==> src/rtl/chan_pkg.sv <==
// Shared types and helpers for the channel error-injection stage.
// Holds the mode/state enums, the LFSR tap mask and a width-bounded popcount.
package chan_pkg;

  typedef enum logic [1:0] {
    CLEAN    = 2'd0,
    PERIODIC = 2'd1,
    BURST    = 2'd2,
    RANDOM   = 2'd3
  } mode_e;

  typedef enum logic [1:0] {
    IDLE = 2'd0,
    GAP  = 2'd1,
    HIT  = 2'd2
  } state_e;

  // Taps 16,14,13,11 expressed as a mask over bits [15:0].
  localparam logic [15:0] LFSR_TAPS = 16'hB400;

  localparam int POP_W = 32;

  // Counts set bits among the low w bits; callers pass their symbol width W.
  function automatic int unsigned popcount(input logic [POP_W-1:0] v, input int w);
    int unsigned n;
    n = 0;
    for (int i = 0; i < POP_W; i++) begin
      if (i < w && v[i]) n++;
    end
    return n;
  endfunction

endpackage

==> src/rtl/chan_err_inj_if.sv <==
// Symbol stream, control and statistics bundle between the harness and chan_err_inj.
// master drives symbols/controls; slave is the impairment stage.
interface chan_err_inj_if #(
  parameter int W     = 2,
  parameter int CNT_W = 16
);
  logic [1:0]       mode_i;
  logic [W-1:0]     mask_i;
  logic [7:0]       thresh_i;
  logic             clr_i;
  logic             valid_i;
  logic [W-1:0]     sym_i;
  logic             valid_o;
  logic [W-1:0]     sym_o;
  logic             err_o;
  logic [CNT_W-1:0] sym_ct_o;
  logic [CNT_W-1:0] err_bits_o;

  modport master (
    output mode_i, mask_i, thresh_i, clr_i, valid_i, sym_i,
    input  valid_o, sym_o, err_o, sym_ct_o, err_bits_o
  );

  modport slave (
    input  mode_i, mask_i, thresh_i, clr_i, valid_i, sym_i,
    output valid_o, sym_o, err_o, sym_ct_o, err_bits_o
  );
endinterface

==> src/rtl/chan_err_inj_lfsr16.sv <==
// 16-bit Fibonacci LFSR, shifting left with feedback into bit 0.
// Advances only when step_i is high so the sequence tracks valid symbols.
module lfsr16
  import chan_pkg::*;
#(
  parameter logic [15:0] SEED = 16'hACE1
) (
  input  logic        clk,
  input  logic        rst,
  input  logic        step_i,
  output logic [15:0] q_o
);

  logic [15:0] r_q;
  logic        w_fb;

  assign w_fb = ^(r_q & LFSR_TAPS);

  // NOTE: sequential state is written with <= so every flop samples pre-edge values.
  always_ff @(posedge clk or negedge rst) begin
    if (!rst)        r_q <= SEED;
    else if (step_i) r_q <= {r_q[14:0], w_fb};
  end

  assign q_o = r_q;

endmodule

==> src/rtl/chan_err_inj.sv <==
// Channel impairment stage: registers W-bit code symbols and flips masked lanes
// in clean / periodic single / periodic burst / pseudo-random modes, with stats.
module chan_err_inj
  import chan_pkg::*;
#(
  parameter int          W      = 2,
  parameter int          PERIOD = 16,
  parameter int          BURST  = 2,
  parameter int          CNT_W  = 16,
  parameter logic [15:0] SEED   = 16'hACE1
) (
  input logic           clk,
  input logic           rst,
  chan_err_inj_if.slave bus
);

  localparam int             PH_W   = (PERIOD > 1) ? $clog2(PERIOD) : 1;
  localparam logic [PH_W-1:0] LAST   = PH_W'(PERIOD - 1);
  localparam logic [PH_W-1:0] START2 = PH_W'(PERIOD - BURST);

  mode_e            r_mode;
  state_e           r_state;
  logic [PH_W-1:0]  r_phase;
  logic             r_valid;
  logic             r_err;
  logic [W-1:0]     r_sym;
  logic [CNT_W-1:0] r_sym_ct;
  logic [CNT_W-1:0] r_err_bits;

  mode_e            w_mode;
  logic             w_mode_chg;
  logic             w_periodic;
  logic [PH_W-1:0]  w_start;
  logic [PH_W-1:0]  w_phase;
  logic [PH_W-1:0]  w_phase_nxt;
  state_e           w_state;
  state_e           w_state_nxt;
  logic             w_inj;
  logic [15:0]      w_lfsr;
  logic [W-1:0]     w_flip;
  logic [CNT_W:0]   w_pop;
  logic [CNT_W:0]   w_err_sum;

  lfsr16 #(.SEED(SEED)) u_lfsr (
    .clk    (clk),
    .rst    (rst),
    .step_i (bus.valid_i),
    .q_o    (w_lfsr)
  );

  assign w_mode     = mode_e'(bus.mode_i);
  assign w_mode_chg = (w_mode != r_mode);
  assign w_periodic = (w_mode == PERIODIC) || (w_mode == BURST);
  assign w_start    = (w_mode == BURST) ? START2 : LAST;
  // A mode change restarts the frame in the same cycle, so that symbol is phase 0.
  assign w_phase    = w_mode_chg ? '0 : r_phase;

  always_comb begin
    // NOTE: every signal driven here gets a default first, so no latch is inferred.
    w_state     = r_state;
    w_state_nxt = IDLE;
    w_inj       = 1'b0;
    w_phase_nxt = w_phase;

    if (!w_periodic)                        w_state = IDLE;
    else if (w_mode_chg || r_state == IDLE) w_state = (w_phase >= w_start) ? HIT : GAP;

    case (w_mode)
      PERIODIC, BURST: w_inj = (w_state == HIT);
      RANDOM:          w_inj = (w_lfsr[7:0] < bus.thresh_i);
      default:         w_inj = 1'b0;
    endcase

    if (bus.valid_i) w_phase_nxt = (w_phase == LAST) ? '0 : w_phase + 1'b1;

    case (w_state)
      GAP:     w_state_nxt = (w_phase_nxt >= w_start) ? HIT : GAP;
      HIT:     w_state_nxt = (w_phase_nxt <  w_start) ? GAP : HIT;
      default: w_state_nxt = IDLE;
    endcase
  end

  always_ff @(posedge clk or negedge rst) begin
    if (!rst) begin
      r_mode  <= CLEAN;
      r_state <= IDLE;
      r_phase <= '0;
    end else begin
      r_mode  <= w_mode;
      r_state <= w_state_nxt;
      r_phase <= w_phase_nxt;
    end
  end

  assign w_flip    = bus.mask_i & {W{w_inj}};
  assign w_pop     = (CNT_W+1)'(popcount(POP_W'(w_flip), W));
  assign w_err_sum = {1'b0, r_err_bits} + w_pop;

  always_ff @(posedge clk or negedge rst) begin
    if (!rst) begin
      r_valid <= 1'b0;
      r_err   <= 1'b0;
      r_sym   <= '0;
    end else begin
      r_valid <= bus.valid_i;
      r_err   <= bus.valid_i & w_inj;
      if (bus.valid_i) r_sym <= bus.sym_i ^ w_flip;
    end
  end

  // Clear beats a coincident valid symbol; both counters stick at all-ones.
  always_ff @(posedge clk or negedge rst) begin
    if (!rst) begin
      r_sym_ct   <= '0;
      r_err_bits <= '0;
    end else if (bus.clr_i) begin
      r_sym_ct   <= '0;
      r_err_bits <= '0;
    end else if (bus.valid_i) begin
      if (r_sym_ct != '1) r_sym_ct <= r_sym_ct + 1'b1;
      r_err_bits <= w_err_sum[CNT_W] ? '1 : w_err_sum[CNT_W-1:0];
    end
  end

  assign bus.valid_o    = r_valid;
  assign bus.err_o      = r_err;
  assign bus.sym_o      = r_sym;
  assign bus.sym_ct_o   = r_sym_ct;
  assign bus.err_bits_o = r_err_bits;

endmodule

==> src/flat_wrapper.sv <==
// flat-port wrapper written by rule: the top's interface ports become plain ports
module chan_err_inj_flat import chan_pkg::*;
#(
  parameter int          W      = 2,
  parameter int          PERIOD = 16,
  parameter int          BURST  = 2,
  parameter int          CNT_W  = 16,
  parameter logic [15:0] SEED   = 16'hACE1
)
  (clk, rst, bus_mode_i, bus_mask_i, bus_thresh_i, bus_clr_i, bus_valid_i, bus_sym_i, bus_valid_o, bus_sym_o, bus_err_o, bus_sym_ct_o, bus_err_bits_o);
  chan_err_inj_if #(.W(W), .CNT_W(CNT_W)) bus_i ();
  input logic clk;
  input logic rst;
  input wire logic [$bits(bus_i.mode_i)-1:0] bus_mode_i;
  input wire logic [$bits(bus_i.mask_i)-1:0] bus_mask_i;
  input wire logic [$bits(bus_i.thresh_i)-1:0] bus_thresh_i;
  input wire logic [$bits(bus_i.clr_i)-1:0] bus_clr_i;
  input wire logic [$bits(bus_i.valid_i)-1:0] bus_valid_i;
  input wire logic [$bits(bus_i.sym_i)-1:0] bus_sym_i;
  output wire logic [$bits(bus_i.valid_o)-1:0] bus_valid_o;
  output wire logic [$bits(bus_i.sym_o)-1:0] bus_sym_o;
  output wire logic [$bits(bus_i.err_o)-1:0] bus_err_o;
  output wire logic [$bits(bus_i.sym_ct_o)-1:0] bus_sym_ct_o;
  output wire logic [$bits(bus_i.err_bits_o)-1:0] bus_err_bits_o;
  assign bus_i.mode_i = bus_mode_i;
  assign bus_i.mask_i = bus_mask_i;
  assign bus_i.thresh_i = bus_thresh_i;
  assign bus_i.clr_i = bus_clr_i;
  assign bus_i.valid_i = bus_valid_i;
  assign bus_i.sym_i = bus_sym_i;
  assign bus_valid_o = bus_i.valid_o;
  assign bus_sym_o = bus_i.sym_o;
  assign bus_err_o = bus_i.err_o;
  assign bus_sym_ct_o = bus_i.sym_ct_o;
  assign bus_err_bits_o = bus_i.err_bits_o;
  chan_err_inj #(.W(W), .PERIOD(PERIOD), .BURST(BURST), .CNT_W(CNT_W), .SEED(SEED)) u_core (.clk(clk), .rst(rst), .bus(bus_i));
endmodule
==> config.mk <==
export PLATFORM = sky130hd
export DESIGN_NAME = chan_err_inj_flat
export DESIGN_NICKNAME = d
export VERILOG_FILES = /design/src/rtl/chan_pkg.sv /design/src/rtl/chan_err_inj_if.sv /design/src/rtl/chan_err_inj_lfsr16.sv /design/src/rtl/chan_err_inj.sv /design/src/flat_wrapper.sv
export SDC_FILE = /design/constraint.sdc
export NUM_CORES = 1
export LEC_CHECK = 0
export ABC_AREA = 1
export BUFFER_PORTS_ARGS = -buffer_cell sky130_fd_sc_hd__buf_2
export CAP_MARGIN = 40
export CORE_MARGIN = 5
export CORE_UTILIZATION = 40
export CTS_CLUSTER_DIAMETER = 80
export DETAILED_ROUTE_END_ITERATION = 7
export MAX_ROUTING_LAYER = met4
export PLACE_DENSITY = 0.69
export RECOVER_POWER = 100
export SLEW_MARGIN = 25
export SYNTH_ARGS = -nofsm -noshare
export SYNTH_HDL_FRONTEND = slang
export SYNTH_SLANG_ARGS = --single-unit
==> constraint.sdc <==
create_clock -name clk -period 7.9 [get_ports clk]
set_clock_uncertainty 0.15 [all_clocks]
set_input_delay 1.58 -clock clk [delete_from_list [all_inputs] [get_ports clk]]
set_output_delay 1.58 -clock clk [all_outputs]
set_load 0.01 [all_outputs]
### Word level (Yosys, flattened, before mapping)

Index checks and enable logic that the tools add are counted.
W data, S select, Z words.

| cells by class | value |
|---|---|
| add/subtract/negate cells | 4 |
| shift-type cells | 0 |
| eq/ne operators | 8 |
| div/mod/pow operators | 0 |
| bitwise gates (word level) | 3 |
| reductions and logical operators | 8 |
| multiplexer cells | 19 |
| $mul | 0 |
| $lt $le $gt $ge | 4 |

Operators by type and width:

| operator | count |
|---|---|
| $mux W16 | 6 |
| $add A16 B17 Y17 | 1 |
| $mux W17 | 1 |
| $add A16 B1 Y16 const B | 1 |
| $ne A16 B16 Y1 const B | 1 |
| $reduce_xor A16 Y1 | 1 |
| $mux W4 | 3 |
| $mux W2 | 5 |
| $ge A4 B4 Y1 | 2 |
| $lt A8 B8 Y1 | 1 |
| $eq A2 B2 Y1 const B | 3 |
| $add A4 B1 Y4 const B | 1 |
| $eq A2 B1 Y1 const B | 2 |
| $eq A4 B4 Y1 const B | 1 |
| $lt A4 B4 Y1 | 1 |
| $pmux W2 S2 | 1 |
| $reduce_bool A2 Y1 | 2 |
| $add A1 B1 Y2 const B | 1 |
| $and A2 B2 Y2 | 1 |
| $logic_not A2 Y1 | 1 |
| $logic_or A1 B1 Y1 | 2 |
| $mux W1 | 2 |
| $ne A2 B2 Y1 | 1 |
| $pmux W1 S2 | 1 |
| other kinds (4) | 4 |

| word-level totals | value |
|---|---|
| memory bits (writable) | 0 |
| bits in read-only memories | 0 |
| bits in latches | 0 |
| register bits | 60 |
| memories | 0 |
| output and inout bits | 36 |

### Depth between registers and ports, before layout

Gate-level depths: netlist of the first run.

| logic depth | value |
|---|---|
| depth after elaboration | 16 |
| mapped depth | 31 |

### By module

From an unflattened synthesis of the first run, not the netlist that was laid out.

| second synthesis, totals | value |
|---|---|
| cell total of the unflattened synthesis | 466 |
| area total of the unflattened synthesis | 3638.5 um2 |

Modules (own cells, without submodules):

| module | area each (um2) | cells each | sequential area each (um2) | times used |
|---|---|---|---|---|
| chan_err_inj | 2929.1 | 390 | 1101.1 | 1 |
| lfsr16 | 709.4 | 76 | 410.4 | 1 |

### Worst setup path before layout of the first run

No wires, ideal clock.

| path | value |
|---|---|
| path kind | input port to flip-flop |
| start point | in bus_mode_i[1] |
| end point | reg u_core.r_err_bits[12], in the netlist u_core.bus.err_bits_o[12] |
| buffers on the path | 0 |
| arrival time | 4.930 ns |
| path slack | 2.689 ns |
| stages on the path | 29 |
| cells stage by stage | inv_2 nand2_1 nand2_2 nor2_4 inv_1 nor2_2 inv_1 ha_1 o21ai_2 o21ai_2 inv_1 o21ai_2 ha_1 nand2_1 nand2_1 nand3_1 inv_1 ha_1 ha_1 inv_1 fa_1 inv_1 nand3_1 nor2_2 nand3_1 nor2_2 xor2_1 o21ai_0 o21ai_0 |

| between the ends | value |
|---|---|
| word-level cells in the longest chain between the ends | 16 |

RTL lines:

| item | RTL line | text |
|---|---|---|
| from (decl) | flat_wrapper.sv:14 | `input wire logic [$bits(bus_i.mode_i)-1:0] bus_mode_i;` |
| $ne A2 B2 Y1 or $eq A2 B2 Y1 (tied branches) | -- |  |
| $mux W4 or $mux W1 (tied branches) | chan_err_inj.sv:56, chan_err_inj.sv:54 |  |
| $ge A4 B4 Y1 | chan_err_inj.sv:66 | `else if (w_mode_chg \|\| r_state == IDLE) w_state = (w_phase >= w_start) ? HIT : GAP;` |
| $mux W2 (2 in a row) | chan_err_inj.sv:66 |  |
| $mux W2 | chan_err_inj.sv:65 | `if (!w_periodic) w_state = IDLE;` |
| $eq A2 B2 Y1 | chan_err_inj.sv:69 | `PERIODIC, BURST: w_inj = (w_state == HIT);` |
| $pmux W1 S2 (*) | chan_err_inj.sv:68 | `case (w_mode)` |
| $and A2 B2 Y2 (*) | chan_err_inj.sv:95 | `assign w_flip = bus.mask_i & {W{w_inj}};` |
| $mux W1 | chan_pkg.sv:28 | `if (i < w && v[i]) n++;` |
| $add A1 B1 Y2 | chan_pkg.sv:28 |  |
| $mux W17 (*) | chan_pkg.sv:28 |  |
| $add A16 B17 Y17 (*) | chan_err_inj.sv:97 | `assign w_err_sum = {1'b0, r_err_bits} + w_pop;` |
| $mux W16 (*) | chan_err_inj.sv:121 | `r_err_bits <= w_err_sum[CNT_W] ? '1 : w_err_sum[CNT_W-1:0];` |
| $mux W16 (*) | chan_err_inj.sv:119 | `end else if (bus.valid_i) begin` |
| $mux W16 (*) | chan_err_inj.sv:116 | `end else if (bus.clr_i) begin` |
| to (signal assigned) | chan_err_inj.sv:121 |  |
| to (decl) | chan_err_inj.sv:28 | `logic [CNT_W-1:0] r_err_bits;` |

Every way passes the cells marked *; elsewhere a longest branch is shown, timed or not. The select of a mux whose other input is x is not followed.
A chain may end at the register's enable or synchronous reset.

### Worst setup path after layout of the first run

Ends and elaborated chain as after synthesis.

==> results_dict.tcl, run 1 <==
set metrics [dict create \
    max_stage_delay_ns 0.58 \
    netlist.area_leader.share_pct 36.1 \
    rsz0062_at_grt "no" \
    grt_pass1_wl_microns 13800 \
    postCtsSetupRepairBufs 0 \
    grt_overflow_total 0 \
    cts_hold_buf 0 \
    hpwl_microns 5900 \
    path_class "in -> reg" \
    clk-insertion-delay-late_ns 0.33 \
    synth_common_cells "112 x nand2_1, 69 x inv_1, 52 x dfrtp_1" \
    holdPathStages 2 \
    via_count 3086 \
    synth_area_leaders "dfrtp_1 36%, nand2_1 12%, inv_1 7.2%" \
    violations "max-capacitance violations, max-slew violations" \
    root_buffer "clkbuf_8" \
    grt_max_degree 61 \
    yosysTopAreaCell "dfrtp_1" \
    worstPathMaxFanout 12 \
    hold_class "reg -> reg" \
    maxCapViolCount 1 \
    dpl_worst_slack_ns 1.76 \
    clockBufferDepth 2 \
    wire_per_inst_microns 12.7 \
    placementRows 34 \
    fin_nets 551 \
    first_pass_iters 4 \
    crit_required_ns 8.00 \
    viasPerCell 4.93 \
    start_util_pct 41.1 \
    syn2layout_area_growth_pct 12.1 \
    ff2ff_path_depth 28 \
    drv_slew 52 \
    ys_seq_elements 60 \
    syn_area_per_cell_sq_um 7.89 \
    cp_common_cell "inv_1" \
    tritoncts "yes" \
    outcome "complete, but fails checks" \
    cp_num_cells 29 \
    cp_top_family "simple AND/OR/NAND/NOR gates" \
    met2WireLength_microns 4010 \
    yosys_warnings 0 \
    fmax_ghz 0.156 \
    fin_ws_ns 1.49 \
    drive_above_1_share_pct 10.8 \
    synthFlopType "dfrtp_1" \
    die_area_sq_um 11000 \
    highest_layer "met4" \
    worst_ep_arrival_time_ns 6.50 \
    finalCritPeriodShare_pct 81.1 \
    drc 0 \
    routed_wl_microns 7920 \
    io_buffers 53 \
    syn-num-nets 495 \
    slew_headroom_pct -83.4 \
    cts.repair.resized 0 \
    track_usage_pct 15.2 \
    drt_iter0_drc 82 \
    clkSlewWorstSetupHoldPaths_ns 0.07 \
    die_h_microns 105 \
    wirelength_met1_microns 3520 \
    syn_inst 457 \
    slowest_stage "nor2_1" \
    yosysUniqueCellTypes 38 \
    worst-path-buf-inv 8 \
    synth_edf_count 0 \
    place.gp.congestion 0.854 \
    final-hold-violation-count 0 \
    p_leak_nw 1.90 \
    clock_sinks 60 \
    vdd_drop_max_mv 0.0807 \
    die_w_microns 105 \
    fp.coreArea_sq_um 8760 \
    grt_pass1_vias 3121 \
    power.density_nw_per_um2 177 \
    setup_violations 0 \
    async_flop_share_pct 100 \
    final_antenna_net_count 0 \
    syn_area_sq_um 3610 \
    diodes 0 \
    fin_crit_ns 6.41 \
    seq_area_frac_synth_pct 41.9 \
    worst_slew_pin_slew_ns 2.75 \
    setup-tns-final_ns 0 \
    cts_buffers 9 \
    dr_wl_met3_microns 313 \
    end_kind "register" \
    start_kind "primary input" \
    yosysMostFrequentCell "nand2_1" \
    antenna_found_initial 0 \
    cts.htree.levels 3 \
    pin_count 54 \
    fin_util_pct 46.1 \
]
==> metal layers <==
layer / vias to the layer above / track usage [%]
met5: - / -
met4: 0 / 3.74
met3: 6 / 4.07
met2: 58 / 25.7
met1: 1442 / 18.2
li1: 1580 / -
==> layout by cell type, fill, tap and decap left out <==
cell type and count:
a21oi_1 15, buf_2 14, buf_4 1, clkbuf_1 42, clkbuf_8 11, clkinv_2 2, clkinvlp_4 2, dfrtp_1 52
dfstp_2 8, fa_1 1, ha_1 19, inv_1 71, inv_2 3, nand2_1 113, nand2_2 3, nand3_1 21
nand3_2 1, nand3b_1 1, nand4_1 14, nand4_2 1, nor2_1 29, nor2_2 3, nor2_4 2, nor3_1 5
nor3_2 2, nor3b_1 2, nor4_1 2, o21a_1 1, o21ai_0 47, o21ai_1 2, o21ai_2 2, o21bai_1 1
o22ai_1 1, o31ai_1 2, or2_0 1, or2_2 1, xnor2_1 7, xor2_1 13
==> cell families (layout without fill, tap and decap cells) <==
group / after synthesis / count (layout) / synth area share, %
simple gates: 201 / 201 / 25.8
buf+inv: 85 / 146 / 9.47
compound gates: 71 / 71 / 10.6
flops: 60 / 60 / 41.9
fa+ha+maj: 20 / 20 / 7.15
xor+xnor: 20 / 20 / 5.07
==> flip-flops by register name, indices dropped and copies added (netlist names) <==
| name | flops |
|---|---|
| u_core.bus.err_bits_o | 16 |
| u_core.bus.err_o | 1 |
| u_core.bus.sym_ct_o | 16 |
| u_core.bus.sym_o | 2 |
| u_core.bus.valid_o | 1 |
| u_core.r_mode | 2 |
| u_core.r_phase | 4 |
| u_core.r_state | 2 |
| u_core.u_lfsr.q_o | 16 |
==> worst reg2reg max path, delay by kind of cell, from the launching register on <==
family / cells / cell delay, ns
and+or+nand+nor: 11 / 2.10
DFF: 1 / 0.37
buffers and inverters: 7 / 0.51
AOI/OAI and AO/OA: 5 / 0.79
adders and majority gates: 5 / 1.22
==> where the power goes <==
group	switching (W)	internal, W
sequential	0.0000194	0.000342
combinational	0.0000642	0.0000390
clock	0.000120	0.000130
==> per-stage QoR <==
step                power, W  std cells  hold WS (ns)  instance area, sq um
finish              0.000714        626         0.324                  4040
global route        0.000764        626         0.346                  4040
CTS                 0.000730        625         0.331                  4140
detailed placement  0.000476        609         0.319                  3960
global placement    0.000470        608         0.312                  3950
floorplan           0.000438        457         0.300                  3610
==> path summary, 6_finish.rpt <==
check	slack, ns	start	endpoint
max in group asynchronous	3.50	rst	u_core.u_lfsr.q_o[3]
min in group asynchronous	1.12	rst	u_core.bus.sym_ct_o[15]
setup / recovery	1.49	bus_mode_i[1]	u_core.bus.err_bits_o[12]
setup reg to reg	2.68	u_core.r_mode[1]	u_core.bus.err_bits_o[12]
hold / removal	0.32	u_core.u_lfsr.q_o[15]	u_core.u_lfsr.q_o[15]
hold reg to reg	0.32	u_core.u_lfsr.q_o[15]	u_core.u_lfsr.q_o[15]
==> layout make-up <==
cell class	count	area (sq um)
clock inverter	4	25.0
clock buffer	12	155
inverter	74	278
sequential	60	1510
fill	917	4720
tap	108	135
multi-input combinational	312	1710
timing repair buffer	56	231
(Power assumes the default switching activity.)
==> run 2: changes to the inputs <==
Settings changed: PLACE_DENSITY 0.69 to 0.72.
Clock period 7.9 ns to 5.6 ns, I/O delays scaled along.
==> results_dict.tcl, run 2 (same netlist as run 1, synthesis figures left out) <==
set metrics [dict create \
    clock_sinks 60 \
    setup-tns-final_ns 0 \
    start_kind "primary input" \
    hold_slack_ns 0.326 \
    placementRows 34 \
    postCtsSetupRepairBufs 0 \
    fp.coreArea_sq_um 8760 \
    viasPerCell 4.85 \
    worst_ep_arrival_time_ns 5.18 \
    final_area_sq_um 4130 \
    seqPwrFrac_pct 46.0 \
    power.density_nw_per_um2 268 \
    routed_wl_microns 7920 \
    drv_slew 39 \
    multi_input_area_sq_um 1730 \
    netSwitchingFraction_pct 26.7 \
    cts.repair.resized 0 \
    path_class "in -> reg" \
    first_pass_iters 4 \
    clk-insertion-delay-late_ns 0.35 \
    max_stage_delay_ns 0.38 \
    diodes 0 \
    combPwrFrac_pct 13.3 \
    maxCapViolCount 1 \
    clockBufferDepth 2 \
    antenna_found_initial 0 \
    cts_buffers 9 \
    hold_class "reg -> reg" \
    cp_top_family "simple AND/OR/NAND/NOR gates" \
    die_area_sq_um 11000 \
    clkSlewWorstSetupHoldPaths_ns 0.07 \
    via_count 3048 \
    die_h_microns 105 \
    crit_required_ns 5.70 \
    start_util_pct 41.1 \
    io_buffers 53 \
    drive_above_1_share_pct 12.5 \
    switchingPower_w 0.000296 \
    final-hold-violation-count 0 \
    drc 0 \
    worst_slew_pin_slew_ns 2.00 \
    finalCritPeriodShare_pct 90.6 \
    outcome "complete, but fails checks" \
    p_int_w 0.000812 \
    root_buffer "clkbuf_8" \
    grt_overflow_total 0 \
    drt_iter0_drc 83 \
    grt_max_degree 61 \
    dpl_worst_slack_ns 0.227 \
    pin_count 54 \
    final.fill_count 889 \
    dpl_cell_area_sq_um 3970 \
    vdd_drop_max_mv 0.140 \
    track_usage_pct 15.4 \
    violations "max-capacitance violations, max-slew violations" \
    regArea_sq_um 1510 \
    final_common_cell "nand2_1" \
    final_cell_mix "113 x nand2_1, 70 x inv_1, 52 x dfrtp_1, 42 x o21ai_0, 41 x clkbuf_1" \
    fin_ws_ns 0.526 \
    rsz0062_at_grt "no" \
    slew_headroom_pct -33.4 \
    hpwl_microns 5810 \
    wire_per_inst_microns 12.6 \
    place.gp.congestion 0.865 \
    setup_violations 0 \
    end_kind "register" \
    p_leak_nw 1.94 \
    syn2layout_area_growth_pct 14.4 \
    grt_pass1_vias 3062 \
    die_w_microns 105 \
    clock_power_share_pct 40.7 \
    fmax_ghz 0.197 \
    fin_nets 553 \
    worstPathMaxFanout 8 \
    grt_pass1_wl_microns 13700 \
    tritoncts "yes" \
    cts.htree.levels 3 \
    final_antenna_net_count 0 \
    slowest_stage "fa_1" \
    fin_crit_ns 5.07 \
    cts_hold_buf 0 \
    worst-path-buf-inv 8 \
]
run 2: per-stage QoR:
stage	util (%)	std cells	power (W)
global route	47.1	628	0.00118
global placement	45.2	610	0.000662
floorplan	-	457	0.000619
finish	47.1	628	0.00111
detailed placement	45.3	611	0.000670
CTS	47.9	627	0.00112
run 2: cell type report:
cell class / instances / area share (%)
Multi-Input combinational cell: 312 / 41.8
Sequential cell: 60 / 36.6
Inverter: 74 / 6.73
Timing Repair Buffer: 58 / 6.00
Clock buffer: 12 / 3.76
Tap cell: 108 / 3.27
Clock inverter: 4 / 1.76
run 2: power by group through the flow:
stage | Sequential (W) | Clock (W) | Combinational, W
after floorplan | 0.000512 | 0 | 0.000106
after global placement | 0.000516 | 0 | 0.000146
after CTS | 0.000510 | 0.000461 | 0.000153
final | 0.000510 | 0.000451 | 0.000147
after global routing | 0.000515 | 0.000487 | 0.000178
after detailed placement | 0.000517 | 0 | 0.000153
run 2: worst min-delay path: stages, from the launching register on:
cell     delay [ns]
dfstp_2        0.38
nand2_1        0.06
nand2_1        0.04
run 2: final timing paths:
path / from / end / slack (ns) / cells after the start
worst max-delay path: bus_mode_i[0] / u_core.bus.err_bits_o[9] / 0.53 / 31
worst min register to register: u_core.u_lfsr.q_o[15] / u_core.u_lfsr.q_o[15] / 0.33 / 2
worst min-delay path: u_core.u_lfsr.q_o[15] / u_core.u_lfsr.q_o[15] / 0.33 / 2
min in group asynchronous: rst / u_core.bus.valid_o / 0.96 / 2
max in group asynchronous: rst / u_core.bus.err_bits_o[1] / 1.87 / 3
worst max register to register: u_core.r_mode[1] / u_core.bus.err_bits_o[9] / 1.16 / 30
run 2: layer usage:
metal	vias up	track usage (%)	share of wire, %
li1	1573	-	-
met3	7	3.82	3.5
met4	0	4.47	1.4
met2	51	25.8	49
met5	-	-	0
met1	1417	18.5	46
